### src/rtl/uart_buffered_core.sv
// rtl/uart_buffered_core.sv - full-duplex UART with configurable frame format and RX FIFO
// TX/RX bit engines share one baud divider value; RX feeds a FWFT FIFO with sticky error flags.
module uart_buffered_core #(
  parameter int CLK_FREQ   = 50_000_000,
  parameter int BAUDRATE   = 9600,
  parameter int DATAWIDTH  = 8,
  parameter int PARITY     = 0,
  parameter int STOP_BITS  = 1,
  parameter int FIFO_DEPTH = 16,
  localparam int AW = $clog2(FIFO_DEPTH)
) (
  input  logic                 clk,
  input  logic                 rst_n,
  input  logic                 rxd,
  output logic                 txd,
  input  logic [DATAWIDTH-1:0] tx_data,
  input  logic                 tx_valid,
  output logic                 tx_ready,
  output logic [DATAWIDTH-1:0] rx_data,
  output logic                 rx_valid,
  input  logic                 rx_ready,
  output logic [AW:0]          rx_count,
  output logic                 parity_err,
  output logic                 frame_err,
  output logic                 overrun_err,
  input  logic                 err_clr
);
  localparam int BAUD_DIV = CLK_FREQ / BAUDRATE;
  localparam int CW = $clog2(BAUD_DIV);
  localparam logic [CW-1:0] BIT_END  = CW'(BAUD_DIV - 1);
  localparam logic [CW-1:0] HALF     = CW'(BAUD_DIV / 2 - 1);
  localparam logic [CW-1:0] CNT_ONE  = CW'(1);
  localparam logic [3:0]    DW_LAST  = 4'(DATAWIDTH - 1);
  localparam logic [3:0]    SB_LAST  = 4'(STOP_BITS - 1);
  localparam logic [AW-1:0] PTR_ONE  = AW'(1);
  localparam logic [AW:0]   OCC_ONE  = (AW+1)'(1);
  localparam logic [AW:0]   OCC_FULL = (AW+1)'(FIFO_DEPTH);
  localparam logic          ODD      = (PARITY == 1);

  typedef enum logic [2:0] {S_IDLE, S_START, S_DATA, S_PARITY, S_STOP} state_e;

  state_e               tx_state_q, tx_state_d, rx_state_q, rx_state_d;
  logic [CW-1:0]        tx_cnt_q, tx_cnt_d, rx_cnt_q, rx_cnt_d;
  logic [3:0]           tx_bit_q, tx_bit_d, rx_bit_q, rx_bit_d;
  logic [DATAWIDTH-1:0] tx_sh_q, tx_sh_d, rx_sh_q, rx_sh_d;
  logic                 tx_par_q, tx_par_d, rx_par_q, rx_par_d;
  logic                 rx_s1_q, rx_s1_d, rx_s2_q, rx_s2_d, rx_s3_q, rx_s3_d;
  logic                 push_q, push_d;
  logic [DATAWIDTH-1:0] push_data_q, push_data_d;
  logic [AW-1:0]        wr_q, wr_d, rd_q, rd_d;
  logic [AW:0]          count_q, count_d;
  logic                 rx_valid_q, rx_valid_d;
  logic [DATAWIDTH-1:0] rx_data_q, rx_data_d;
  logic                 perr_q, perr_d, ferr_q, ferr_d, oerr_q, oerr_d;
  logic [DATAWIDTH-1:0] mem_q [FIFO_DEPTH];
  logic                 tx_tick, rx_sample, frame_ev, parity_ev, pop, push_ok;

  always_comb begin
    tx_state_d = tx_state_q;
    tx_bit_d   = tx_bit_q;
    tx_sh_d    = tx_sh_q;
    tx_par_d   = tx_par_q;
    txd        = 1'b1;
    tx_tick    = (tx_cnt_q == BIT_END);
    tx_cnt_d   = tx_tick ? '0 : tx_cnt_q + CNT_ONE;
    case (tx_state_q)
      S_IDLE: begin
        tx_cnt_d = '0;
        if (tx_valid) begin
          tx_state_d = S_START;
          tx_sh_d    = tx_data;
          tx_par_d   = ODD;
          tx_bit_d   = '0;
        end
      end
      S_START: begin
        txd = 1'b0;
        if (tx_tick) tx_state_d = S_DATA;
      end
      S_DATA: begin
        txd = tx_sh_q[0];
        if (tx_tick) begin
          tx_par_d = tx_par_q ^ tx_sh_q[0];
          tx_sh_d  = {1'b0, tx_sh_q[DATAWIDTH-1:1]};
          if (tx_bit_q == DW_LAST) begin
            tx_bit_d   = '0;
            tx_state_d = (PARITY != 0) ? S_PARITY : S_STOP;
          end else begin
            tx_bit_d = tx_bit_q + 4'd1;
          end
        end
      end
      S_PARITY: begin
        txd = tx_par_q;
        if (tx_tick) tx_state_d = S_STOP;
      end
      S_STOP: begin
        if (tx_tick) begin
          if (tx_bit_q == SB_LAST) tx_state_d = S_IDLE;
          else tx_bit_d = tx_bit_q + 4'd1;
        end
      end
      default: tx_state_d = S_IDLE;
    endcase
  end

  assign tx_ready = (tx_state_q == S_IDLE);

  // The start sample lands half a bit in; every later sample is one full bit after the previous one.
  always_comb begin
    rx_s1_d     = rxd;
    rx_s2_d     = rx_s1_q;
    rx_s3_d     = rx_s2_q;
    rx_state_d  = rx_state_q;
    rx_bit_d    = rx_bit_q;
    rx_sh_d     = rx_sh_q;
    rx_par_d    = rx_par_q;
    push_d      = 1'b0;
    push_data_d = push_data_q;
    frame_ev    = 1'b0;
    parity_ev   = 1'b0;
    rx_sample   = (rx_state_q == S_START) ? (rx_cnt_q == HALF) : (rx_cnt_q == BIT_END);
    rx_cnt_d    = rx_sample ? '0 : rx_cnt_q + CNT_ONE;
    case (rx_state_q)
      S_IDLE: begin
        rx_cnt_d = '0;
        if (rx_s3_q && !rx_s2_q) rx_state_d = S_START;
      end
      S_START: begin
        if (rx_sample) begin
          rx_state_d = rx_s2_q ? S_IDLE : S_DATA;
          rx_bit_d   = '0;
          rx_par_d   = 1'b0;
        end
      end
      S_DATA: begin
        if (rx_sample) begin
          rx_sh_d  = {rx_s2_q, rx_sh_q[DATAWIDTH-1:1]};
          rx_par_d = rx_par_q ^ rx_s2_q;
          if (rx_bit_q == DW_LAST) begin
            rx_bit_d   = '0;
            rx_state_d = (PARITY != 0) ? S_PARITY : S_STOP;
          end else begin
            rx_bit_d = rx_bit_q + 4'd1;
          end
        end
      end
      S_PARITY: begin
        if (rx_sample) begin
          rx_par_d   = rx_par_q ^ rx_s2_q;
          rx_state_d = S_STOP;
        end
      end
      S_STOP: begin
        if (rx_sample) begin
          rx_state_d = S_IDLE;
          if (!rx_s2_q) begin
            frame_ev = 1'b1;
          end else if ((PARITY != 0) && (rx_par_q != ODD)) begin
            parity_ev = 1'b1;
          end else begin
            push_d      = 1'b1;
            push_data_d = rx_sh_q;
          end
        end
      end
      default: rx_state_d = S_IDLE;
    endcase
  end

  always_comb begin
    pop     = rx_valid_q && rx_ready;
    push_ok = push_q && ((count_q != OCC_FULL) || pop);
    wr_d    = push_ok ? wr_q + PTR_ONE : wr_q;
    rd_d    = pop ? rd_q + PTR_ONE : rd_q;
    count_d = count_q;
    if (push_ok && !pop) count_d = count_q + OCC_ONE;
    if (!push_ok && pop) count_d = count_q - OCC_ONE;
    rx_valid_d = (count_d != '0);
    rx_data_d  = rx_data_q;
    // A push into an otherwise-empty FIFO must bypass the memory to reach the head register.
    if (count_d != '0) begin
      if (push_ok && (count_q == (pop ? OCC_ONE : '0))) rx_data_d = push_data_q;
      else rx_data_d = mem_q[rd_d];
    end
    ferr_d = frame_ev | (ferr_q & ~err_clr);
    perr_d = parity_ev | (perr_q & ~err_clr);
    oerr_d = (push_q & ~push_ok) | (oerr_q & ~err_clr);
  end

  always_ff @(posedge clk) begin
    if (push_ok) mem_q[wr_q] <= push_data_q;
  end

  always_ff @(posedge clk or negedge rst_n) begin
    if (!rst_n) begin
      tx_state_q  <= S_IDLE;
      tx_cnt_q    <= '0;
      tx_bit_q    <= '0;
      tx_sh_q     <= '0;
      tx_par_q    <= 1'b0;
      rx_state_q  <= S_IDLE;
      rx_cnt_q    <= '0;
      rx_bit_q    <= '0;
      rx_sh_q     <= '0;
      rx_par_q    <= 1'b0;
      rx_s1_q     <= 1'b1;
      rx_s2_q     <= 1'b1;
      rx_s3_q     <= 1'b1;
      push_q      <= 1'b0;
      push_data_q <= '0;
      wr_q        <= '0;
      rd_q        <= '0;
      count_q     <= '0;
      rx_valid_q  <= 1'b0;
      rx_data_q   <= '0;
      perr_q      <= 1'b0;
      ferr_q      <= 1'b0;
      oerr_q      <= 1'b0;
    end else begin
      tx_state_q  <= tx_state_d;
      tx_cnt_q    <= tx_cnt_d;
      tx_bit_q    <= tx_bit_d;
      tx_sh_q     <= tx_sh_d;
      tx_par_q    <= tx_par_d;
      rx_state_q  <= rx_state_d;
      rx_cnt_q    <= rx_cnt_d;
      rx_bit_q    <= rx_bit_d;
      rx_sh_q     <= rx_sh_d;
      rx_par_q    <= rx_par_d;
      rx_s1_q     <= rx_s1_d;
      rx_s2_q     <= rx_s2_d;
      rx_s3_q     <= rx_s3_d;
      push_q      <= push_d;
      push_data_q <= push_data_d;
      wr_q        <= wr_d;
      rd_q        <= rd_d;
      count_q     <= count_d;
      rx_valid_q  <= rx_valid_d;
      rx_data_q   <= rx_data_d;
      perr_q      <= perr_d;
      ferr_q      <= ferr_d;
      oerr_q      <= oerr_d;
    end
  end

  assign rx_valid    = rx_valid_q;
  assign rx_data     = rx_data_q;
  assign rx_count    = count_q;
  assign parity_err  = perr_q;
  assign frame_err   = ferr_q;
  assign overrun_err = oerr_q;
endmodule

### config.mk
export PLATFORM = sky130hd
export DESIGN_NAME = uart_buffered_core
export DESIGN_NICKNAME = d
export VERILOG_FILES = /design/src/rtl/uart_buffered_core.sv
export SDC_FILE = /design/constraint.sdc
export NUM_CORES = 1
export LEC_CHECK = 0
export ABC_AREA = 1
export BUFFER_PORTS_ARGS = -buffer_cell sky130_fd_sc_hd__buf_4
export CAP_MARGIN = 20
export CORE_MARGIN = 10
export CORE_UTILIZATION = 55
export CTS_BUF_LIST = sky130_fd_sc_hd__clkbuf_16
export DETAILED_ROUTE_END_ITERATION = 7
export HOLD_SLACK_MARGIN = 0.02
export MAX_ROUTING_LAYER = met4
export PLACE_DENSITY_LB_ADDON = 0.05
export SLEW_MARGIN = 20
export SYNTH_ARGS = -nofsm -noshare
export SYNTH_HDL_FRONTEND = slang
export SYNTH_SLANG_ARGS = --single-unit
### constraint.sdc
create_clock -name clk -period 2.1 [get_ports clk]
set_input_delay 0.42 -clock clk [delete_from_list [all_inputs] [get_ports clk]]
set_output_delay 0.42 -clock clk [all_outputs]
set_load 0.02 [all_outputs]
==> results of run 1 <==
Yosys cell counts (2+ instances only):
cell	instances
inv_1	154
ha_1	13
nand4_1	16
o21ai_1	11
xnor2_1	2
nor3_1	10
o21a_1	2
or2_2	2
o21ai_0	19
inv_2	7
xor2_1	21
nor4_1	4
a31o_2	2
nand3_2	6
buf_2	25
dfrtp_1	91
nor2_1	61
dfstp_2	3
buf_6	4
nand2_2	9
nand2_1	249
nor4_2	2
clkbuf_1	2
edfxtp_1	128
nor3b_1	5
nand3b_1	49
nand3_1	147
buf_4	8
o21ai_2	17
a21oi_1	8
nor2_4	2
and3_1	2
o211ai_1	7
sequential cells by signal, indices dropped and copies added, names as in the netlist, 3 cells and up:
signal	flops
mem_q	128
push_data_q	8
rd_q	4
rx_bit_q	4
rx_cnt_q	13
rx_count	5
rx_data	8
rx_sh_q	8
rx_state_q	3
tx_bit_q	4
tx_cnt_q	13
tx_sh_q	8
tx_state_q	3
wr_q	4
critical path, cell delays in order (launching register included):
cell      delay (ps)
dfrtp_1          340
inv_1             60
ha_1             190
nand2_1           50
inv_1             40
nand3_2           70
nand2_2           50
clkinv_1         140
nand2_1          220
nor2_1           580
metal layers:
layer | part of all wire | vias up | track usage
met4 | 0.019 | 0 | 0.0451
li1 | - | 3783 | -
met2 | 0.47 | 168 | 0.287
met3 | 0.046 | 36 | 0.0274
met5 | 0 | - | -
met1 | 0.46 | 3567 | 0.243
power by group through the flow:
stage | Combinational (mW) | Sequential, mW | Clock [mW]
after floorplan | 3.29 | 5.28 | 0
after global placement | 5.12 | 5.13 | 0
after detailed placement | 5.16 | 5.13 | 0
after CTS | 5.20 | 5.05 | 4.59
after global routing | 5.84 | 5.08 | 4.76
final | 5.24 | 5.05 | 4.49
cells by family after synthesis:
group / synth area share
adders and majority gates: 0.0152
and+or+nand+nor: 0.258
xor gates and xnor gates: 0.0244
buffers and inverters: 0.0800
DFF: 0.580
AOI/OAI and AO/OA: 0.0430
timing repair:
item                                    CTS  global route
gates cloned                              0             1
endpoints found under the setup margin   25           141
pin swaps                                 0             1
endpoints found under the hold margin    31             0
hold buffers                              2             0
resized for setup                         2            19
buffers inserted                          0             2
worst max-delay path by stage:
stage	to	depth (start not counted)
2_1_floorplan	mem_q[11][0]	9
3_3_place_gp	mem_q[0][3]	9
3_5_place_dp	mem_q[12][1]	9
4_1_cts	mem_q[0][7]	9
5_1_grt	mem_q[4][0]	9
6_report	mem_q[8][2]	9
final cells by class:
type	instances	area (sq um)	share of cell area
clock buffer	26	651	0.0524
clock inverter	18	206	0.0166
inverter	163	614	0.0495
multi-input combinational	682	3710	0.299
sequential	222	6200	0.499
tap	260	325	0.0262
timing repair buffer	78	707	0.0569
==> qor.csv, run 1 <==
stage,metric,value,unit
critical_path,r2r_cells,9,
floorplanning,rows,50,
sta,hold_viol,0,
clock_network,clk_path_buf_depth,3,
route,drt_pre_antenna_iters,5,
clock_network,clkLatencyLatePin,520,ps
logic_synthesis,synth.area.top_cells,"edfxtp_1 36%, dfrtp_1 21%, nand2_1 8.7%, nand3_1 6.9%, inv_1 5.4%",
final_layout,syn2layout_area_growth,16.1,%
sta,setup_viol,8,
power,peakVddDrop,0.837,mV
floorplanning,io_pins,33,
logic_synthesis,ys_warn_count,0,
route,vias,7554,
place,hpwl,15.5,mm
critical_path,required,2240,ps
final_layout,layout-drive-gt1-share,0.160,
logic_synthesis,synth_seq_cells,222,
grt,antenna_found_initial,0,
final_layout,diodes,0,
critical_path,critPathKind,reg -> reg,
logic_synthesis,synthCells,1106,
grt,grt_max_degree,40,
critical_path,start_kind,flip-flop,
logic_synthesis,synth_cell_types,51,
sta,fin_crit,2120,ps
sta,drv_slew,0,
final_layout,nNetsFinal,1198,
power,p_sw,5.19,mW
final_layout,final_area,12400,sq um
floorplanning,die_h,159,um
clock_network,numCtsBuffers,24,
logic_synthesis,syn_area,10700,sq um
grt,grt_pass1_wl,37.6,mm
status,status,"complete, but fails checks",
grt,grt_pass1_vias,7331,
worst_hold_path,hold_depth,2,
place,dp_slack,-9.84,ps
route,vias_per_cell,5.21,
flow_run,max-cap-violations,0,
power,p_seq_frac,0.342,
sta,fin_worst_skew,16.4,ps
logic_synthesis,async_flop_share,0.423,
power,p_comb_frac,0.354,
logic_synthesis,syn_avg_cell_area,9.67,sq um
final_layout,n_fill_cell,1575,
sta,setup_slack,-16.0,ps
clock_network,cts_root_buffer,clkbuf_16,
logic_synthesis,synth_top_area_frac,0.359,
power,powerDensity,1190,nW/um^2
logic_synthesis,ys_seq_area_frac,0.580,
grt,overflow,0,
sta,period_share,1.01,
final_layout,postLayoutCoreUtil,0.657,
place,dp_cells,1400,
logic_synthesis,yosysTopAreaCell,edfxtp_1,
sta,worst_slew_pin_slew,786,ps
logic_synthesis,ys.flop_type,edfxtp_1,
critical_path,arrival,2260,ps
route,wirelength,23.0,mm
critical_path,cp-startpoint,rx_count[0],
final_layout,mostFrequentLayoutCells,"248 x nand2_1, 158 x inv_1, 147 x nand3_1",
critical_path,crit_path_end_kind,flip-flop,
critical_path,reg2reg_slack,-20,ps
power,leakage,5.47,nW
sta,relSlewSlack,0.476,
power,p_clk_frac,0.304,
sta,rsz0062_at_grt,yes,
power,p_total,14.8,mW
logic_synthesis,synth_nets,1133,
floorplanning,die-area,25400,sq um
grt,track_usage,0.182,
sta,timing.hold.ws,121,ps
status,violations,setup timing,
clock_network,clkTransAtPathRegs,60,ps
sta,setup_tns,-106,ps
route,ant_nets,0,
critical_path,reg2reg_to,mem_q[8][2],
worst_hold_path,holdPathEnd,parity_err,
worst_hold_path,holdCritStartpoint,err_clr,
floorplanning,core,18900,sq um
route,drt-initial-drc-count,475,
clock_network,cts_sinks,222,
final_layout,fin_cells,1449,
place,io_buffers,32,
critical_path,rr_startpoint,rx_count[0],
power,p_int,9.60,mW
critical_path,critPathMaxFanout,8,
worst_hold_path,min_path_type,in -> reg,
clock_network,cts_tree,yes,
place,place_area,11400,sq um
power,swShare,0.351,
route,wl_per_cell,15.9,um
final_layout,layout_commonest_cell,nand2_1,
clock_network,cts-htree-levels,1,
route,drc_errors,0,
floorplanning,start_util,0.566,
logic_synthesis,synth_edf_count,128,
sta,max_freq,473,MHz
floorplanning,die_x,159,um
place,gp_congestion,0.833,
(Power assumes the default switching activity.)
==> inputs of run 2 (changes only) <==
--- a/config.mk
+++ b/config.mk
@@ -15,6 +15,8 @@
 export HOLD_SLACK_MARGIN = 0.02
 export MAX_ROUTING_LAYER = met4
 export PLACE_DENSITY_LB_ADDON = 0.05
+export REMOVE_ABC_BUFFERS = 1
+export SKIP_LAST_GASP = 1
 export SLEW_MARGIN = 20
 export SYNTH_ARGS = -nofsm -noshare
 export SYNTH_HDL_FRONTEND = slang
==> qor.csv, run 2 (synthesis gave the netlist of run 1 again) <==
stage,metric,value,unit,change
status,status,completed,,
grt,overflow,0,,unchanged
route,ant_nets,0,,unchanged
sta,max_freq,493,MHz,+4.3%
floorplanning,rows,50,,unchanged
sta,relSlewSlack,0.436,,-0.0400
clock_network,clk_path_buf_depth,3,,unchanged
final_layout,nNetsFinal,1194,,-0.33%
sta,hold_viol,0,,unchanged
final_layout,mostFrequentLayoutCells,"246 x nand2_1, 160 x inv_1, 147 x nand3_1",,
final_layout,layout_commonest_cell,nand2_1,,
route,vias_per_cell,5.16,,-1.0%
sta,setup_slack,70.5,ps,+86.5 ps
sta,setup_tns,0,ps,+106 ps
route,wl_per_cell,15.7,um,-1.2%
route,drt-initial-drc-count,438,,-7.8%
final_layout,diodes,0,,unchanged
clock_network,numCtsBuffers,24,,unchanged
critical_path,critPathMaxFanout,8,,unchanged
power,powerDensity,1160,nW/um^2,-2.8%
clock_network,clkLatencyLatePin,520,ps,about the same
worst_hold_path,min_path_type,in -> reg,,
flow_run,max-cap-violations,0,,unchanged
clock_network,cts_tree,yes,,
place,place_area,11400,sq um,-0.33%
sta,worst_slew_pin_slew,846,ps,+60.0 ps
clock_network,cts_root_buffer,clkbuf_16,,
final_layout,final_area,12300,sq um,-0.98%
critical_path,reg2reg_slack,70,ps,+90 ps
grt,grt_max_degree,43,,+7.5%
sta,fin_crit,2030,ps,-86.5 ps
place,hpwl,15.1,mm,-2.7%
power,peakVddDrop,0.626,mV,-25%
sta,period_share,0.966,,-0.0412
floorplanning,die-area,25400,sq um,unchanged
route,drt_pre_antenna_iters,5,,unchanged
sta,fin_worst_skew,14.6,ps,-1.74 ps
grt,antenna_found_initial,0,,unchanged
place,io_buffers,32,,unchanged
grt,grt_pass1_wl,37.4,mm,-0.58%
sta,timing.hold.ws,104,ps,-17.1 ps
place,gp_congestion,0.882,,+5.9%
final_layout,layout-drive-gt1-share,0.156,,-0.00368
sta,rsz0062_at_grt,yes,,
grt,track_usage,0.181,,-0.000858
sta,setup_viol,0,,-8
critical_path,required,2240,ps,about the same
route,wirelength,22.6,mm,-1.5%
sta,drv_slew,0,,unchanged
final_layout,n_fill_cell,1594,,+1.2%
power,leakage,5.41,nW,-1.2%
final_layout,regMostFlops,mem_q,,
critical_path,arrival,2170,ps,-90 ps
floorplanning,die_x,159,um,unchanged
floorplanning,die_h,159,um,unchanged
final_layout,postLayoutCoreUtil,0.651,,-0.00642
floorplanning,io_pins,33,,unchanged
clock_network,cts-htree-levels,1,,unchanged
place,dp_slack,-15.4,ps,-5.53 ps
critical_path,start_kind,flip-flop,,
final_layout,reg.largest.list,"mem_q x128, rx_cnt_q x13, tx_cnt_q x13",,
floorplanning,start_util,0.566,,unchanged
clock_network,cts_sinks,222,,unchanged
clock_network,clkTransAtPathRegs,60,ps,about the same
grt,grt_pass1_vias,7355,,+0.33%
route,drc_errors,0,,unchanged
critical_path,crit_path_end_kind,flip-flop,,
route,vias,7457,,-1.3%
critical_path,critPathKind,reg -> reg,,
final_layout,largest_register_ffs,128,,unchanged
final_layout,syn2layout_area_growth,14.9,%,
floorplanning,core,18900,sq um,unchanged
-- run 2: cell types whose count changed in the layout (fill, tap and decap cells not counted), moves of 2 or more --
cell / previous run / this run
bufinv_16: 5 / 2
nand2_1: 248 / 246
clkinvlp_4: 0 / 4
buf_4: 66 / 61
nand2_2: 10 / 12
inv_1: 158 / 160
-- run 2: power breakdown --
part | internal [mW] | total [mW] | switching (mW)
Combinational | 1.86 | 5.12 | 3.26
Clock | 2.39 | 4.05 | 1.66
Sequential | 4.85 | 5.06 | 0.210
Total | 9.10 | 14.2 | 5.13
-- run 2: final timing paths --
kind | to | from | depth (start not counted)
max | mem_q[0][0] | rx_count[0] | 9
min in group asynchronous | rx_cnt_q[9] | rst_n | 2
max in group asynchronous | push_data_q[5] | rst_n | 3
max reg2reg | mem_q[0][0] | rx_count[0] | 9
min reg2reg | rx_s2_q | rx_s1_q | 0
min | parity_err | err_clr | 2
-- run 2: final cells by class --
class                   instances  area (sq um)  area share
repair buffers                 74           681      0.0554
flip-flops and latches        222          6200       0.504
multi-input cells             682          3710       0.301
inverters                     163           614      0.0500
well taps                     260           325      0.0265
clock buffers                  25           626      0.0509
clock inverters                19           143      0.0116
-- run 2: per-stage QoR --
| step | total power [mW] | std cells |
|---|---|---|
| after floorplan | 8.33 | 1066 |
| after global placement | 10.1 | 1395 |
| after detailed placement | 10.2 | 1395 |
| after CTS | 14.3 | 1441 |
| after global routing | 15.2 | 1445 |
| final | 14.2 | 1445 |
-- run 2: timing repair --
item	CTS	global route
pin swaps	0	2
buffers inserted	0	3
cloned	0	1
endpoints found under the setup margin	17	126
hold buffers	2	0
hold endpoints to repair	31	0
resized for setup	3	18
-- run 2: layer usage --
metal | GRT usage | wire length, um | up-vias
met5 | - | 0 | -
met4 | 0.0472 | 460 | 0
met3 | 0.0245 | 878 | 38
met1 | 0.233 | 10500 | 3496
li1 | - | - | 3777
met2 | 0.297 | 10800 | 146
-- run 2: critical path, cell delays in order, from the launching register on --
cell	delay [ps]
dfrtp_1	340
inv_1	50
ha_1	190
nand2_1	50
inv_1	40
nand3_2	60
nand2_2	60
clkinv_1	110
nand2_1	170
nor2_1	580
==> inputs of run 3 (changes only) <==
--- a/config.mk
+++ b/config.mk
@@ -8,6 +8,7 @@
 export ABC_AREA = 1
 export BUFFER_PORTS_ARGS = -buffer_cell sky130_fd_sc_hd__buf_4
 export CAP_MARGIN = 20
+export CORE_ASPECT_RATIO = 0.75
 export CORE_MARGIN = 10
 export CORE_UTILIZATION = 55
 export CTS_BUF_LIST = sky130_fd_sc_hd__clkbuf_16
==> qor.csv, run 3 (synthesis gave the netlist of run 1 again) <==
stage,metric,value,unit,change
sta,drv_slew,0,,unchanged
route,vias,7746,,+3.9%
sta,relSlewSlack,0.474,,+0.0376
floorplanning,die-area,25500,sq um,+0.23%
critical_path,arrival,2250,ps,+80 ps
final_layout,diodes,0,,unchanged
final_layout,layout_commonest_cell,nand2_1,,
place,hpwl,15.9,mm,+5.6%
status,violations,setup timing,,
grt,track_usage,0.193,,+0.0119
sta,worst_slew_pin_slew,789,ps,-56.4 ps
floorplanning,die_h,141,um,-12%
power,p_total,14.9,mW,+4.4%
power,powerDensity,1190,nW/um^2,+2.6%
route,drc_errors,0,,unchanged
clock_network,cts_sinks,222,,unchanged
floorplanning,rows,44,,-12%
route,drt-initial-drc-count,631,,+44%
final_layout,layout-drive-gt1-share,0.173,,+0.0167
final_layout,largest_register_ffs,128,,unchanged
place,io_buffers,32,,unchanged
status,status,"complete, but fails checks",,
clock_network,cts_tree,yes,,
grt,grt_pass1_wl,39.4,mm,+5.4%
final_layout,syn2layout_area_growth,17.0,%,
sta,hold_viol,0,,unchanged
final_layout,fin_cells,1451,,+0.42%
final_layout,reg.largest.list,"mem_q x128, rx_cnt_q x13, tx_cnt_q x13",,
sta,setup_viol,8,,+8
final_layout,mostFrequentLayoutCells,"246 x nand2_1, 156 x inv_1, 147 x nand3_1",,
grt,grt_pass1_vias,7265,,-1.2%
clock_network,numCtsBuffers,23,,-4.2%
critical_path,crit_path_top_delay_cell,nor2_1,,
sta,fin_crit,2110,ps,+85.3 ps
route,wirelength,24.5,mm,+8.4%
grt,grt_max_degree,39,,-9.3%
sta,period_share,1.01,,+0.0406
critical_path,critPathKind,reg -> reg,,
worst_hold_path,min_path_type,in -> reg,,
clock_network,clkTransAtPathRegs,60,ps,about the same
clock_network,clk_path_buf_depth,3,,unchanged
grt,antenna_found_initial,0,,unchanged
critical_path,crit_path_end_kind,flip-flop,,
final_layout,final_area,12500,sq um,+1.8%
sta,max_freq,473,MHz,-4.0%
route,wl_per_cell,16.9,um,+8.0%
power,peakVddDrop,0.862,mV,+38%
sta,fin_worst_skew,12.7,ps,-1.93 ps
critical_path,slowest_delay,600,ps,+20 ps
power,leakage,5.51,nW,+2.0%
critical_path,critical-path-top-delay-family,simple AND/OR/NAND/NOR gates,,
final_layout,regMostFlops,mem_q,,
critical_path,start_kind,flip-flop,,
critical_path,crit_chain,"inv_1, ha_1, nand2_1, inv_1, nand3_2, nand2_2, clkinvlp_4, nand2_1, nor2_1",,
sta,rsz0062_at_grt,yes,,
clock_network,cts_root_buffer,clkbuf_16,,
route,drt_pre_antenna_iters,5,,unchanged
place,gp_congestion,0.882,,about the same
clock_network,cts-htree-levels,1,,unchanged
floorplanning,start_util,0.557,,-0.00944
floorplanning,io_pins,33,,unchanged
flow_run,max-cap-violations,0,,unchanged
floorplanning,die_x,181,um,+14%
sta,setup_slack,-14.8,ps,-85.3 ps
final_layout,nNetsFinal,1208,,+1.2%
route,vias_per_cell,5.34,,+3.4%
critical_path,critPathBufInv,3,,unchanged
final_layout,postLayoutCoreUtil,0.652,,+0.000742
route,ant_nets,0,,unchanged
place,dp_slack,-119,ps,-103 ps
floorplanning,core,19200,sq um,+1.7%
clock_network,clkLatencyLatePin,510,ps,about the same
critical_path,required,2240,ps,about the same
grt,overflow,0,,unchanged
critical_path,critPathMaxFanout,8,,unchanged
place,dp_cells,1395,,unchanged
place,place_area,11400,sq um,+0.16%
==> run 3: final timing paths <==
path	to	startpoint	cells after the start	slack [ps]
max	mem_q[2][7]	rx_count[0]	9	-10
min	parity_err	err_clr	2	110
max reg2reg	mem_q[2][7]	rx_count[0]	9	-10
min reg2reg	rx_s2_q	rx_s1_q	0	360
max in group asynchronous	rx_s2_q	rst_n	3	1040
min in group asynchronous	tx_cnt_q[6]	rst_n	2	420
==> run 3: layout make-up <==
class | count | area (sq um)
clock inverter | 19 | 216
fill | 1563 | 6700
tap | 253 | 317
timing repair buffer | 89 | 815
inverter | 163 | 621
multi-input combinational | 682 | 3770
sequential | 222 | 6200
clock buffer | 23 | 576
==> run 3: report_power, final <==
group	leakage [nW]	internal, mW	switching, mW
registers	2.52	4.85	0.202
clock network	0.407	2.61	1.70
logic	2.58	2.02	3.49
total	5.51	9.47	5.38
==> run 3: through the flow <==
step | hold WS, ps | setup TNS, ps
after floorplan | 124 | -10800
after global routing | 93.0 | -2760
after global placement | 347 | -430
after detailed placement | 348 | -2770
final | 113 | -88.9
after CTS | 101 | -588
==> run 3: per-layer routing <==
layer / vias to the layer above / global-route usage / part of all wire
met5: - / - / 0
met4: 0 / 0.0367 / 0.016
met3: 31 / 0.0302 / 0.058
met2: 198 / 0.281 / 0.44
met1: 3713 / 0.282 / 0.48
li1: 3804 / - / -
==> run 3: timing repair <==
item	in CTS	in global routing
cloned	0	4
hold buffers	2	0
gates resized for setup	11	28
buffers inserted	1	8
setup endpoints to repair	80	87
hold endpoints to repair	30	0
pin swaps	0	5
